**src/rtl/ysyx_25040101_pc_gen_pkg.sv**
```systemverilog
// Shared definitions for the next-PC generator and its target adder.
//   pc_state_e          : FSM state encoding (BOOT / RUN / HALT).
//   DEFAULT_RESET_VEC   : default first fetch address after reset.
//   ialign_bits()       : number of low target bits that must be zero for a
//                         given instruction alignment in bytes (2 -> 1, 4 -> 2).
package ysyx_25040101_pc_gen_pkg;

    typedef enum logic [1:0] {
        StBoot = 2'd0,
        StRun  = 2'd1,
        StHalt = 2'd2
    } pc_state_e;

    localparam logic [31:0] DEFAULT_RESET_VEC = 32'h8000_0000;

    function automatic int unsigned ialign_bits(input int unsigned ialign);
        return (ialign >= 4) ? 2 : 1;
    endfunction

endpackage

```
**src/rtl/ysyx_25040101_pc_target.sv**
```systemverilog
// Redirect target adder with JALR bit-0 clear and alignment check.
// Purely combinational; also reused by execute for branch prediction checks.
//   base       in  XLEN  target base (pc or rs1)
//   offset     in  XLEN  target offset (immediate)
//   jalr       in  1     clear bit 0 of the sum
//   target     out XLEN  base + offset (mod 2^XLEN), bit 0 cleared for JALR
//   misaligned out 1     target violates IALIGN
module ysyx_25040101_pc_target
    import ysyx_25040101_pc_gen_pkg::*;
#(
    parameter int unsigned XLEN   = 32,
    parameter int unsigned IALIGN = 4
) (
    input  logic [XLEN-1:0] base,
    input  logic [XLEN-1:0] offset,
    input  logic            jalr,
    output logic [XLEN-1:0] target,
    output logic            misaligned
);

    localparam int unsigned LowBits = ialign_bits(IALIGN);

    logic [XLEN-1:0] sum;

    always_comb begin
        sum        = base + offset;
        target     = {sum[XLEN-1:1], sum[0] & ~jalr};
        // Alignment is judged after the JALR mask, so a JALR sum of ...2 is fine at IALIGN=2.
        misaligned = |target[LowBits-1:0];
    end

endmodule

```
**src/rtl/ysyx_25040101_pc_gen.sv**
```systemverilog
// Next-PC generator: owns the fetch PC register, arbitrates halt > trap >
// redirect > sequential advance, and offers the PC to fetch over valid/ready.
//   clock, reset          system clock, synchronous active-high reset
//   redir_*_i             redirect request (base + offset, optional JALR mask)
//   trap_valid_i/vec_i    trap / mret redirect, low bits forced to alignment
//   halt_i                stop fetching until reset
//   pc_o/pc_valid_o       PC offered to fetch; pc_ready_i accepts it
//   misalign_o            one-cycle pulse for a dropped misaligned redirect
//   misalign_addr_o       last offending target, held until the next pulse
//   halted_o              block is in HALT
module ysyx_25040101_pc_gen
    import ysyx_25040101_pc_gen_pkg::*;
#(
    parameter int unsigned     XLEN      = 32,
    parameter logic [XLEN-1:0] RESET_VEC = DEFAULT_RESET_VEC,
    parameter int unsigned     IALIGN    = 4,
    parameter int unsigned     STEP      = 4
) (
    input  logic            clock,
    input  logic            reset,
    input  logic            redir_valid_i,
    input  logic [XLEN-1:0] redir_base_i,
    input  logic [XLEN-1:0] redir_offset_i,
    input  logic            redir_jalr_i,
    input  logic            trap_valid_i,
    input  logic [XLEN-1:0] trap_vec_i,
    input  logic            halt_i,
    output logic [XLEN-1:0] pc_o,
    output logic            pc_valid_o,
    input  logic            pc_ready_i,
    output logic            misalign_o,
    output logic [XLEN-1:0] misalign_addr_o,
    output logic            halted_o
);

    localparam int unsigned LowBits = ialign_bits(IALIGN);

    pc_state_e       state_q;
    logic [XLEN-1:0] pc_q;
    logic            pc_valid_q;
    logic            misalign_q;
    logic [XLEN-1:0] misalign_addr_q;
    logic            halted_q;

    logic [XLEN-1:0] redir_target;
    logic            redir_misaligned;
    logic [XLEN-1:0] trap_target;

    ysyx_25040101_pc_target #(
        .XLEN   (XLEN),
        .IALIGN (IALIGN)
    ) u_pc_target (
        .base       (redir_base_i),
        .offset     (redir_offset_i),
        .jalr       (redir_jalr_i),
        .target     (redir_target),
        .misaligned (redir_misaligned)
    );

    assign trap_target = {trap_vec_i[XLEN-1:LowBits], LowBits'(0)};

    always_ff @(posedge clock) begin
        if (reset) begin
            state_q         <= StBoot;
            pc_q            <= RESET_VEC;
            pc_valid_q      <= 1'b0;
            misalign_q      <= 1'b0;
            misalign_addr_q <= '0;
            halted_q        <= 1'b0;
        end else begin
            misalign_q <= 1'b0;
            unique case (state_q)
                StBoot: begin
                    state_q    <= StRun;
                    pc_q       <= RESET_VEC;
                    pc_valid_q <= 1'b1;
                end
                StRun: begin
                    if (halt_i) begin
                        state_q    <= StHalt;
                        pc_valid_q <= 1'b0;
                        halted_q   <= 1'b1;
                    end else if (trap_valid_i) begin
                        // Flush: replaces the offered PC whether or not it was accepted.
                        pc_q       <= trap_target;
                        pc_valid_q <= 1'b1;
                    end else if (redir_valid_i) begin
                        if (redir_misaligned) begin
                            // Redirect dropped; PC holds even if fetch accepted it this cycle.
                            misalign_q      <= 1'b1;
                            misalign_addr_q <= redir_target;
                        end else begin
                            pc_q       <= redir_target;
                            pc_valid_q <= 1'b1;
                        end
                    end else if (pc_valid_q && pc_ready_i) begin
                        pc_q <= pc_q + XLEN'(STEP);
                    end
                end
                StHalt: begin
                end
                default: begin
                    state_q    <= StBoot;
                    pc_valid_q <= 1'b0;
                end
            endcase
        end
    end

    assign pc_o            = pc_q;
    assign pc_valid_o      = pc_valid_q;
    assign misalign_o      = misalign_q;
    assign misalign_addr_o = misalign_addr_q;
    assign halted_o        = halted_q;

endmodule

```
**config.mk**
```make
export PLATFORM = sky130hd
export DESIGN_NAME = ysyx_25040101_pc_gen
export DESIGN_NICKNAME = d
export VERILOG_FILES = /design/src/rtl/ysyx_25040101_pc_gen_pkg.sv /design/src/rtl/ysyx_25040101_pc_target.sv /design/src/rtl/ysyx_25040101_pc_gen.sv
export SDC_FILE = /design/constraint.sdc
export NUM_CORES = 1
export LEC_CHECK = 0
export BUFFER_PORTS_ARGS = -buffer_cell sky130_fd_sc_hd__buf_2
export CORE_UTILIZATION = 30
export DETAILED_ROUTE_END_ITERATION = 12
export PLACE_DENSITY_LB_ADDON = 0.15
export SYNTH_ARGS = -nofsm -noshare
export SYNTH_HDL_FRONTEND = slang
export SYNTH_SLANG_ARGS = --single-unit
```
**constraint.sdc**
```tcl
create_clock -name clock -period 6.6 [get_ports clock]
set_clock_uncertainty 0.1 [all_clocks]
set_input_delay 0.99 -clock clock [delete_from_list [all_inputs] [get_ports clock]]
set_output_delay 0.99 -clock clock [all_outputs]
set_load 0.02 [all_outputs]
```
# --- Word-level counts from Yosys, hierarchy flattened ---
# Index checks and enable logic that the tools add are counted.
word_totals:
  wordCells: 47
  ram_bits: 0
  out_inout_bits: 67
  ff_bits: 69
  latch_bits: 0
  rom_bits: 0
  n_memories: 0
  inputBits: 103
op_classes:
  n_lt_le_gt_ge: 0
  div: 0
  muxes: 14
  add_sub_neg: 2
  n_reduce_logical: 10
  n_eq_ne: 8
  mul: 0
  bitwise: 7
  n_shift: 0
op_table:
  columns: ["operator", "n"]
  rows:
  - ["two-way mux 32 bit", 5]
  - ["one-hot mux 32 bit (2 select lines)", 1]
  - ["adder 32 x 3 -> 32 bit, second input constant", 1]
  - ["adder 32 bit", 1]
  - ["!= test 4 bit, second input constant", 4]
  - ["NOT 1 bit", 6]
  - ["one-hot mux 2 bit (3 select lines)", 1]
  - ["two-way mux 1 bit", 5]
  - ["AND reduction 5 bit", 1]
  - ["OR reduction 5 bit", 1]
  - ["!= test 2 bit, second input constant", 2]
  - ["AND reduction 2 bit", 2]
  - ["AND reduction 4 bit", 1]
  - ["one-hot mux 1 bit (3 select lines)", 1]
  - ["AND reduction 3 bit", 1]
  - ["equality test 2 x 1 -> 1 bit, second input constant", 1]
  - ["equality test 2 bit, second input constant", 1]
  - ["logical NOT 2 bit", 1]
  - ["two-way mux 2 bit", 1]
  - ["nonzero test 2 bit", 1]
  - ["OR reduction 2 bit", 1]
  - ["bitwise AND 1 bit", 1]
  - ["logical AND 1 bit", 1]

# --- Logic depth before layout (Yosys ltp) ---
# Gate-level depths: netlist of the first run.
logic_depth:
  ltp_word: 8
  mapped_depth: 11
  ltp_nobuf: 11

# --- Modules after synthesis ---
# From an unflattened synthesis of the first run, not the netlist that was laid out.
hier_totals:
  cells_unflattened: 790
  hier_area_um2: 5813.1
by_module_without_submodules:
  columns: ["module", "area_per_inst_um2", "instances", "seq_area_each_um2", "cells_each"]
  rows:
  - ["ysyx_25040101_pc_gen", 3875.0, 1, 1381.3, 525]
  - ["ysyx_25040101_pc_target", 1938.1, 1, 0.0, 265]

# --- Least setup slack after synthesis of the first run ---
# OpenSTA, ideal clock, no wires.
synth_path:
  path_type: "input -> register"
  start: "input redir_base_i[0]"
  end: "register pc_q[16] (netlist: pc_o[16])"
  path_slack_ns: 3.307
  setup_ns: 0.060
  path_buffers: 1
  required_time_ns: 6.440
  arrival_ns: 3.133
  stages: 11
  path_cell_list: "ha_1 -> fa_1 -> nor2_1 -> a221oi_1 -> o21ai_1 -> nand2b_1 -> nor3_1 -> nand2_1 -> clkbuf_1 -> a211oi_1 -> a221o_1"
synth_via:
  word_cells_on_any_way: 10
  cone_classes: "add/sub: 1; eq/ne: 1; mux: 5; bitwise: 1; reduce/logical: 2"
synth_rtl:
  columns: ["item", "line_no", "text"]
  rows:
  - ["from (decl)", "ysyx_25040101_pc_gen.sv:22", "input logic [XLEN-1:0] redir_base_i,"]
  - ["adder 32 bit", "ysyx_25040101_pc_target.sv:26", "sum = base + offset;"]
  - ["named net redir_target[1]", "ysyx_25040101_pc_gen.sv:45", "logic [XLEN-1:0] redir_target;"]
  - ["OR reduction 2 bit", "ysyx_25040101_pc_target.sv:29", "misaligned = |target[LowBits-1:0];"]
  - ["!= test 4 bit (no source line)", null, null]
  - ["AND reduction 4 bit (no source line)", null, null]
  - ["to (signal assigned)", "ysyx_25040101_pc_gen.sv:85", "pc_q <= trap_target;"]
  - ["to (signal assigned)", "ysyx_25040101_pc_gen.sv:93", "pc_q <= redir_target;"]
  - ["to (signal assigned)", "ysyx_25040101_pc_gen.sv:97", "pc_q <= pc_q + XLEN'(STEP);"]
  - ["to (decl)", "ysyx_25040101_pc_gen.sv:39", "logic [XLEN-1:0] pc_q;"]
# The timed path passes the listed nets, and every way through them passes these cells. The select of a mux whose other input is x is not followed.
# A chain may end at the register's enable or synchronous reset.

# --- Final worst setup path of the first run ---
layout_path:
  start: "input redir_base_i[0]"
  end: "register pc_q[19] (netlist: pc_o[19])"
# The elaborated chain is that of the path after synthesis.

==> flow_metrics.tcl, run 1 <==
set metrics [dict create \
    start_util_pct 31.1 \
    clkTransAtPathRegs_ps 60 \
    syn_nets 825 \
    setup_slack_ps 2590 \
    die_w_um 134 \
    synthFlopType "dfxtp_1" \
    required_ps 6790 \
    crit_fanout 12 \
    vias 5453 \
    synthCells 689 \
    htreeDepth 3 \
    viasPerCell 5.14 \
    ir_worst_vdd_mv 0.114 \
    status "completed" \
    dr_wl_met2_mm 7.74 \
    syn_avg_cell_area_um2 7.60 \
    io_pins 170 \
    drt_iter0_drc 308 \
    grt_max_degree 54 \
    rsz0062_at_grt "no" \
    place_inst 1045 \
    grt_overflow 0 \
    reg2reg_depth 8 \
    synthArstFlopShare_pct 0 \
    dr.pass1.iters 4 \
    p_leak_nw 2.89 \
    finalSetupTns_ps 0 \
    netlist.area_leader.share_pct 26.4 \
    antenna_left 0 \
    min_path_type "reg -> reg" \
    maxSlewViolCount 0 \
    drive_gt1_share_pct 26.1 \
    fin_crit_ps 4010 \
    coreArea_mm2 0.0168 \
    powerDensity_mw_per_mm2 195 \
    startpoint_type "input pin" \
    grt_pass1_vias 5040 \
    cts_tree "done" \
    numClockSinks 69 \
    cts_root_buffer "clkbuf_16" \
    max_slew.worst_pin.slew_ps 1050 \
    synth-seq-cells 69 \
    synthesis.area_mm2 0.00524 \
    final-seq-area_mm2 0.00138 \
    nets 972 \
    cts.hold.buffers_added 0 \
    yosys_warnings 0 \
    hold_viol_final 0 \
    instances_no_fill 1060 \
    synth_cell_types 67 \
    drc_errors 0 \
    wl_met3_um 900 \
    diodes 0 \
    track_usage_pct 20.1 \
    cts_buffer_depth 2 \
    clock.fmax_mhz 249 \
    multi_input_area_mm2 0.00367 \
    die-area_mm2 0.0180 \
    drt_wl_total_mm 18.0 \
    num_rows 47 \
    gp_congestion 0.816 \
    top_layer "met4" \
    dp_slack_ps 2230 \
    syn_to_final_growth_pct 24.4 \
    clk_latency_ps 340 \
    cp-end-kind "register" \
    fillers 1871 \
    ys_top_cells_by_area "dfxtp_1, ha_1, a21oi_1" \
    cts-resized-gates 0 \
    post-cts-setup-buffers 0 \
    setup-violations-final 0 \
    ys_seq_area_share_pct 26.4 \
    min_path_cells 1 \
    cap_violations 0 \
    antenna_found_initial 0 \
    wl_met1_mm 9.12 \
    power_mw 1.27 \
    routedWlPerCell_um 16.9 \
    crit_type "in -> reg" \
    grt_pass1_wl_mm 28.0 \
    synth_edf_count 0 \
    arrival_ps 4200 \
    io_buffers 167 \
    slew_headroom_pct 30.0 \
    yosysTopAreaCell "dfxtp_1" \
    numCtsBuffers 9 \
    die_h_um 134 \
    hpwl_mm 13.7 \
    min_period_over_period_pct 60.8 \
]
[state kept, by name, summed over array words and instances (netlist names)]
| register | count |
|---|---|
| halted_o | 1 |
| misalign_addr_o | 32 |
| misalign_o | 1 |
| pc_o | 32 |
| pc_valid_o | 1 |
| state_q | 2 |
[metal layers]
layer,GRT usage (%),vias up
li1,-,2785
met1,29.5,2502
met2,30.3,155
met3,2.91,11
met4,5.81,0
met5,0,-
[synthesized netlist by cell type, types with 7 or more instances]
| library cell | n |
|---|---|
| a22oi_1 | 9 |
| nand3_1 | 18 |
| ha_1 | 32 |
| inv_1 | 13 |
| o21bai_1 | 8 |
| xor2_1 | 26 |
| o21ai_0 | 45 |
| dfxtp_1 | 69 |
| mux2i_1 | 7 |
| nand4_1 | 10 |
| a211oi_1 | 12 |
| a21o_1 | 13 |
| a21oi_1 | 79 |
| nor2b_1 | 10 |
| nor2_1 | 67 |
| clkbuf_1 | 29 |
| nor3_1 | 13 |
| nand2_1 | 88 |
| xnor2_1 | 23 |
| nand2b_1 | 8 |
[critical path, stage by stage]
cell and delay [ps]:
buf_2 100, ha_1 230, fa_1 480, nor2_1 150, buf_4 180, a221oi_1 110, o21ai_1 200, nand2b_1 320
nor3_1 590, nand2_1 410, nor3b_1 290, a221o_1 130
[worst paths after layout]
kind	from	end	slack (ps)
worst max register to register	pc_valid_o	pc_o[19]	3900
worst min register to register	pc_o[0]	pc_o[0]	350
worst min-delay path	pc_o[0]	pc_o[0]	350
worst max-delay path	redir_base_i[0]	pc_o[19]	2590
[final cells by class]
class                      instances  area share [%]
multi-input combinational        570            56.4
sequential                        69            21.2
timing repair buffer             172            13.4
tap                              220            4.23
clock buffer                      13            3.84
inverter                          14           0.807
clock inverter                     2           0.154
[stage by stage]
step / util (%) / cell area, µm² / hold slack (ps)
2_1_floorplan: - / 5240 / 407
3_3_place_gp: 37.2 / 6250 / 339
3_5_place_dp: 37.2 / 6250 / 339
4_1_cts: 38.7 / 6520 / 353
5_1_grt: 38.7 / 6520 / 379
6_report: 38.7 / 6520 / 349
[cells in the final DEF (no fill, tap or decap), types with 5 or more instances in the layout]
master     synthesis  layout
a221oi_1           6       6
xnor2_1           23      23
dfxtp_1           69      69
xor2_1            26      26
ha_1              32      32
a211oi_1          12      12
or3_1              5       5
o21bai_1           8       8
nand3_1           18      18
o21ai_0           45      45
and3_1             5       5
nor2_1            67      66
buf_4              1       5
nand4_1           10      10
a221o_1            5       5
a21oi_1           79      79
nor2b_1           10      10
inv_1             13      13
mux2i_1            7       7
a22oi_1            9       9
buf_2              4     167
nand2_1           88      88
clkbuf_16          0       9
a21o_1            13      13
o21ai_1            6       6
nand2b_1           8       8
nor3_1            13      13
[cells by family after synthesis]
kind of cell | after synthesis | share of synthesized area (%)
buf+inv | 50 | 3.75
fa+ha+maj | 33 | 8.02
compound gates | 226 | 28.1
simple gates | 255 | 24.2
mux | 7 | 1.34
flops | 69 | 26.4
xor+xnor | 49 | 8.19
[power by group]
part           leakage [nW]  total [mW]  internal (mW)  switching [mW]
logic                  2.20       0.371          0.141           0.231
registers             0.559       0.446          0.430          0.0160
clock network         0.129       0.454          0.262           0.192
Note: power is estimated with default switching activity, not from simulation.
==> inputs of run 2 (changes only) <==
ABC_AREA = 1   (was unset)
clock period = 4.1 ns   (was 6.6 ns; I/O delays follow)
==> flow_metrics.tcl, run 2 <==
set metrics [dict create \
    status "completed" \
    numCtsBuffers 9 \
    die_h_um 144 \
    slew_headroom_pct 44.3 \
    synthArstFlopShare_pct 0 \
    drt_wl_total_mm 21.0 \
    min_period_over_period_pct 62.5 \
    die-area_mm2 0.0207 \
    dr.pass1.iters 6 \
    drive_gt1_share_pct 19.2 \
    max_slew.worst_pin.slew_ps 834 \
    numClockSinks 69 \
    synth.most_common_cell "nand2_1" \
    syn_nets 1148 \
    crit_fanout 51 \
    p_leak_nw 3.84 \
    track_usage_pct 20.6 \
    start_util_pct 30.8 \
    routedWlPerCell_um 14.6 \
    crit_type "in -> reg" \
    vias 6847 \
    startpoint_type "input pin" \
    synth_cell_types 41 \
    hpwl_mm 17.4 \
    drt_iter0_drc 303 \
    maxSlewViolCount 0 \
    hold_path.startpoint "pc_o[0]" \
    min_path_type "reg -> reg" \
    required_ps 4230 \
    netlist.area_leader.share_pct 22.9 \
    holdWs_ps 357 \
    gp_congestion 0.897 \
    antenna_left 0 \
    viasPerCell 4.75 \
    netlist_top_cells_count "nand2_1, inv_1, nor2_1" \
    clkTransAtPathRegs_ps 60 \
    multi_input_area_mm2 0.00388 \
    final-seq-area_mm2 0.00138 \
    clock.fmax_mhz 390 \
    nets 1306 \
    final_cell_mix "nand2_1, buf_2, inv_1" \
    ys_top_cells_by_area "dfxtp_1, nand2_1, inv_1" \
    yosysTopAreaCell "dfxtp_1" \
    final_common_cell "nand2_1" \
    fin_crit_ps 2560 \
    die_w_um 144 \
    io_pins 170 \
    setup-violations-final 0 \
    finalSetupTns_ps 0 \
    startpoint "redir_base_i[0]" \
    synthCells 1012 \
    grt_pass1_vias 6178 \
    rsz0062_at_grt "no" \
    ys_seq_area_share_pct 22.9 \
    cap_violations 0 \
    cts-resized-gates 0 \
    yosys_warnings 0 \
    diodes 0 \
    r2r_start "pc_o[2]" \
    power_mw 2.17 \
    hold_viol_final 0 \
    synth-seq-cells 69 \
    cts_buffer_depth 2 \
    post-cts-setup-buffers 0 \
    grt_max_degree 52 \
    cts_tree "done" \
    syn_avg_cell_area_um2 5.96 \
    clk_latency_ps 340 \
    cts_root_buffer "clkbuf_16" \
    io_buffers 167 \
    arrival_ps 2690 \
    grt_pass1_wl_mm 32.4 \
    num_rows 51 \
    coreArea_mm2 0.0196 \
    antenna_found_initial 0 \
    synthesis.area_mm2 0.00603 \
    fillers 2251 \
    syn_to_final_growth_pct 22.6 \
    cp-end-kind "register" \
    ir_worst_vdd_mv 0.175 \
    synthFlopType "dfxtp_1" \
    cts.hold.buffers_added 0 \
    grt_overflow 0 \
    htreeDepth 3 \
    synth_edf_count 0 \
    powerDensity_mw_per_mm2 293 \
    drc_errors 0 \
]
## run 2: cell count changes after synthesis, moves of 14 or more
cell      before  now
o211ai_1       3   20
inv_1         13  157
o21ai_1        6   34
nor2_1        67   90
o21ai_0       45   17
nand3_1       18   84
clkbuf_1      29   15
nand2_1       88  285
## run 2: power breakdown
part | internal, mW | switching, mW
combinational | 0.209 | 0.428
sequential | 0.697 | 0.0337
clock | 0.473 | 0.327
total | 1.38 | 0.788
## run 2: kinds of logic (layout without fill, tap and decap cells)
| group | after synthesis | in the layout | share of synthesized area (%) |
|---|---|---|---|
| and+or+nand+nor | 517 | 517 | 37.2 |
| buffers and inverters | 192 | 355 | 12.7 |
| AOI/OAI and AO/OA | 171 | 171 | 15.9 |
| DFF | 69 | 69 | 22.9 |
| adders and majority gates | 33 | 33 | 6.97 |
| xor gates and xnor gates | 30 | 30 | 4.36 |
## run 2: final cells by class
| class | instances | area share [%] |
|---|---|---|
| sequential | 69 | 18.7 |
| tap | 265 | 4.48 |
| clock buffer | 9 | 3.05 |
| timing repair buffer | 172 | 11.8 |
| inverter | 167 | 8.49 |
| multi-input combinational | 751 | 52.5 |
| clock inverter | 7 | 0.981 |
## run 2: worst max-delay path: stages
cell and delay, ps:
buf_2 100, ha_1 220, fa_1 480, inv_1 50, nand2_1 130, nand3_1 90, buf_4 180, clkinv_2 60
buf_4 400, nand3_1 140, o211ai_1 100, inv_1 60
## run 2: final timing paths
kind / end / slack [ps] / cells past startpoint
min: pc_o[0] / 360 / 2
min reg2reg: pc_o[0] / 360 / 2
max reg2reg: pc_o[24] / 1920 / 10
max: misalign_addr_o[27] / 1540 / 12
## run 2: metal layers
| metal | up-vias | GRT usage [%] | routed length (µm) |
|---|---|---|---|
| li1 | 3567 | - | - |
| met2 | 182 | 35.0 | 9840 |
| met1 | 3074 | 27.4 | 10000 |
| met3 | 24 | 2.50 | 870 |
| met4 | 0 | 5.43 | 299 |
| met5 | - | 0 | 0 |
## run 2: through the flow
step / util, % / setup WS, ps / instances / area, µm²
floorplan: - / 1790 / 1012 / 6030
global placement: 36.2 / 1190 / 1424 / 7100
detailed placement: 36.2 / 1180 / 1424 / 7100
CTS: 37.8 / 1530 / 1440 / 7400
global route: 37.8 / 1340 / 1440 / 7400
finish: 37.8 / 1540 / 1440 / 7400
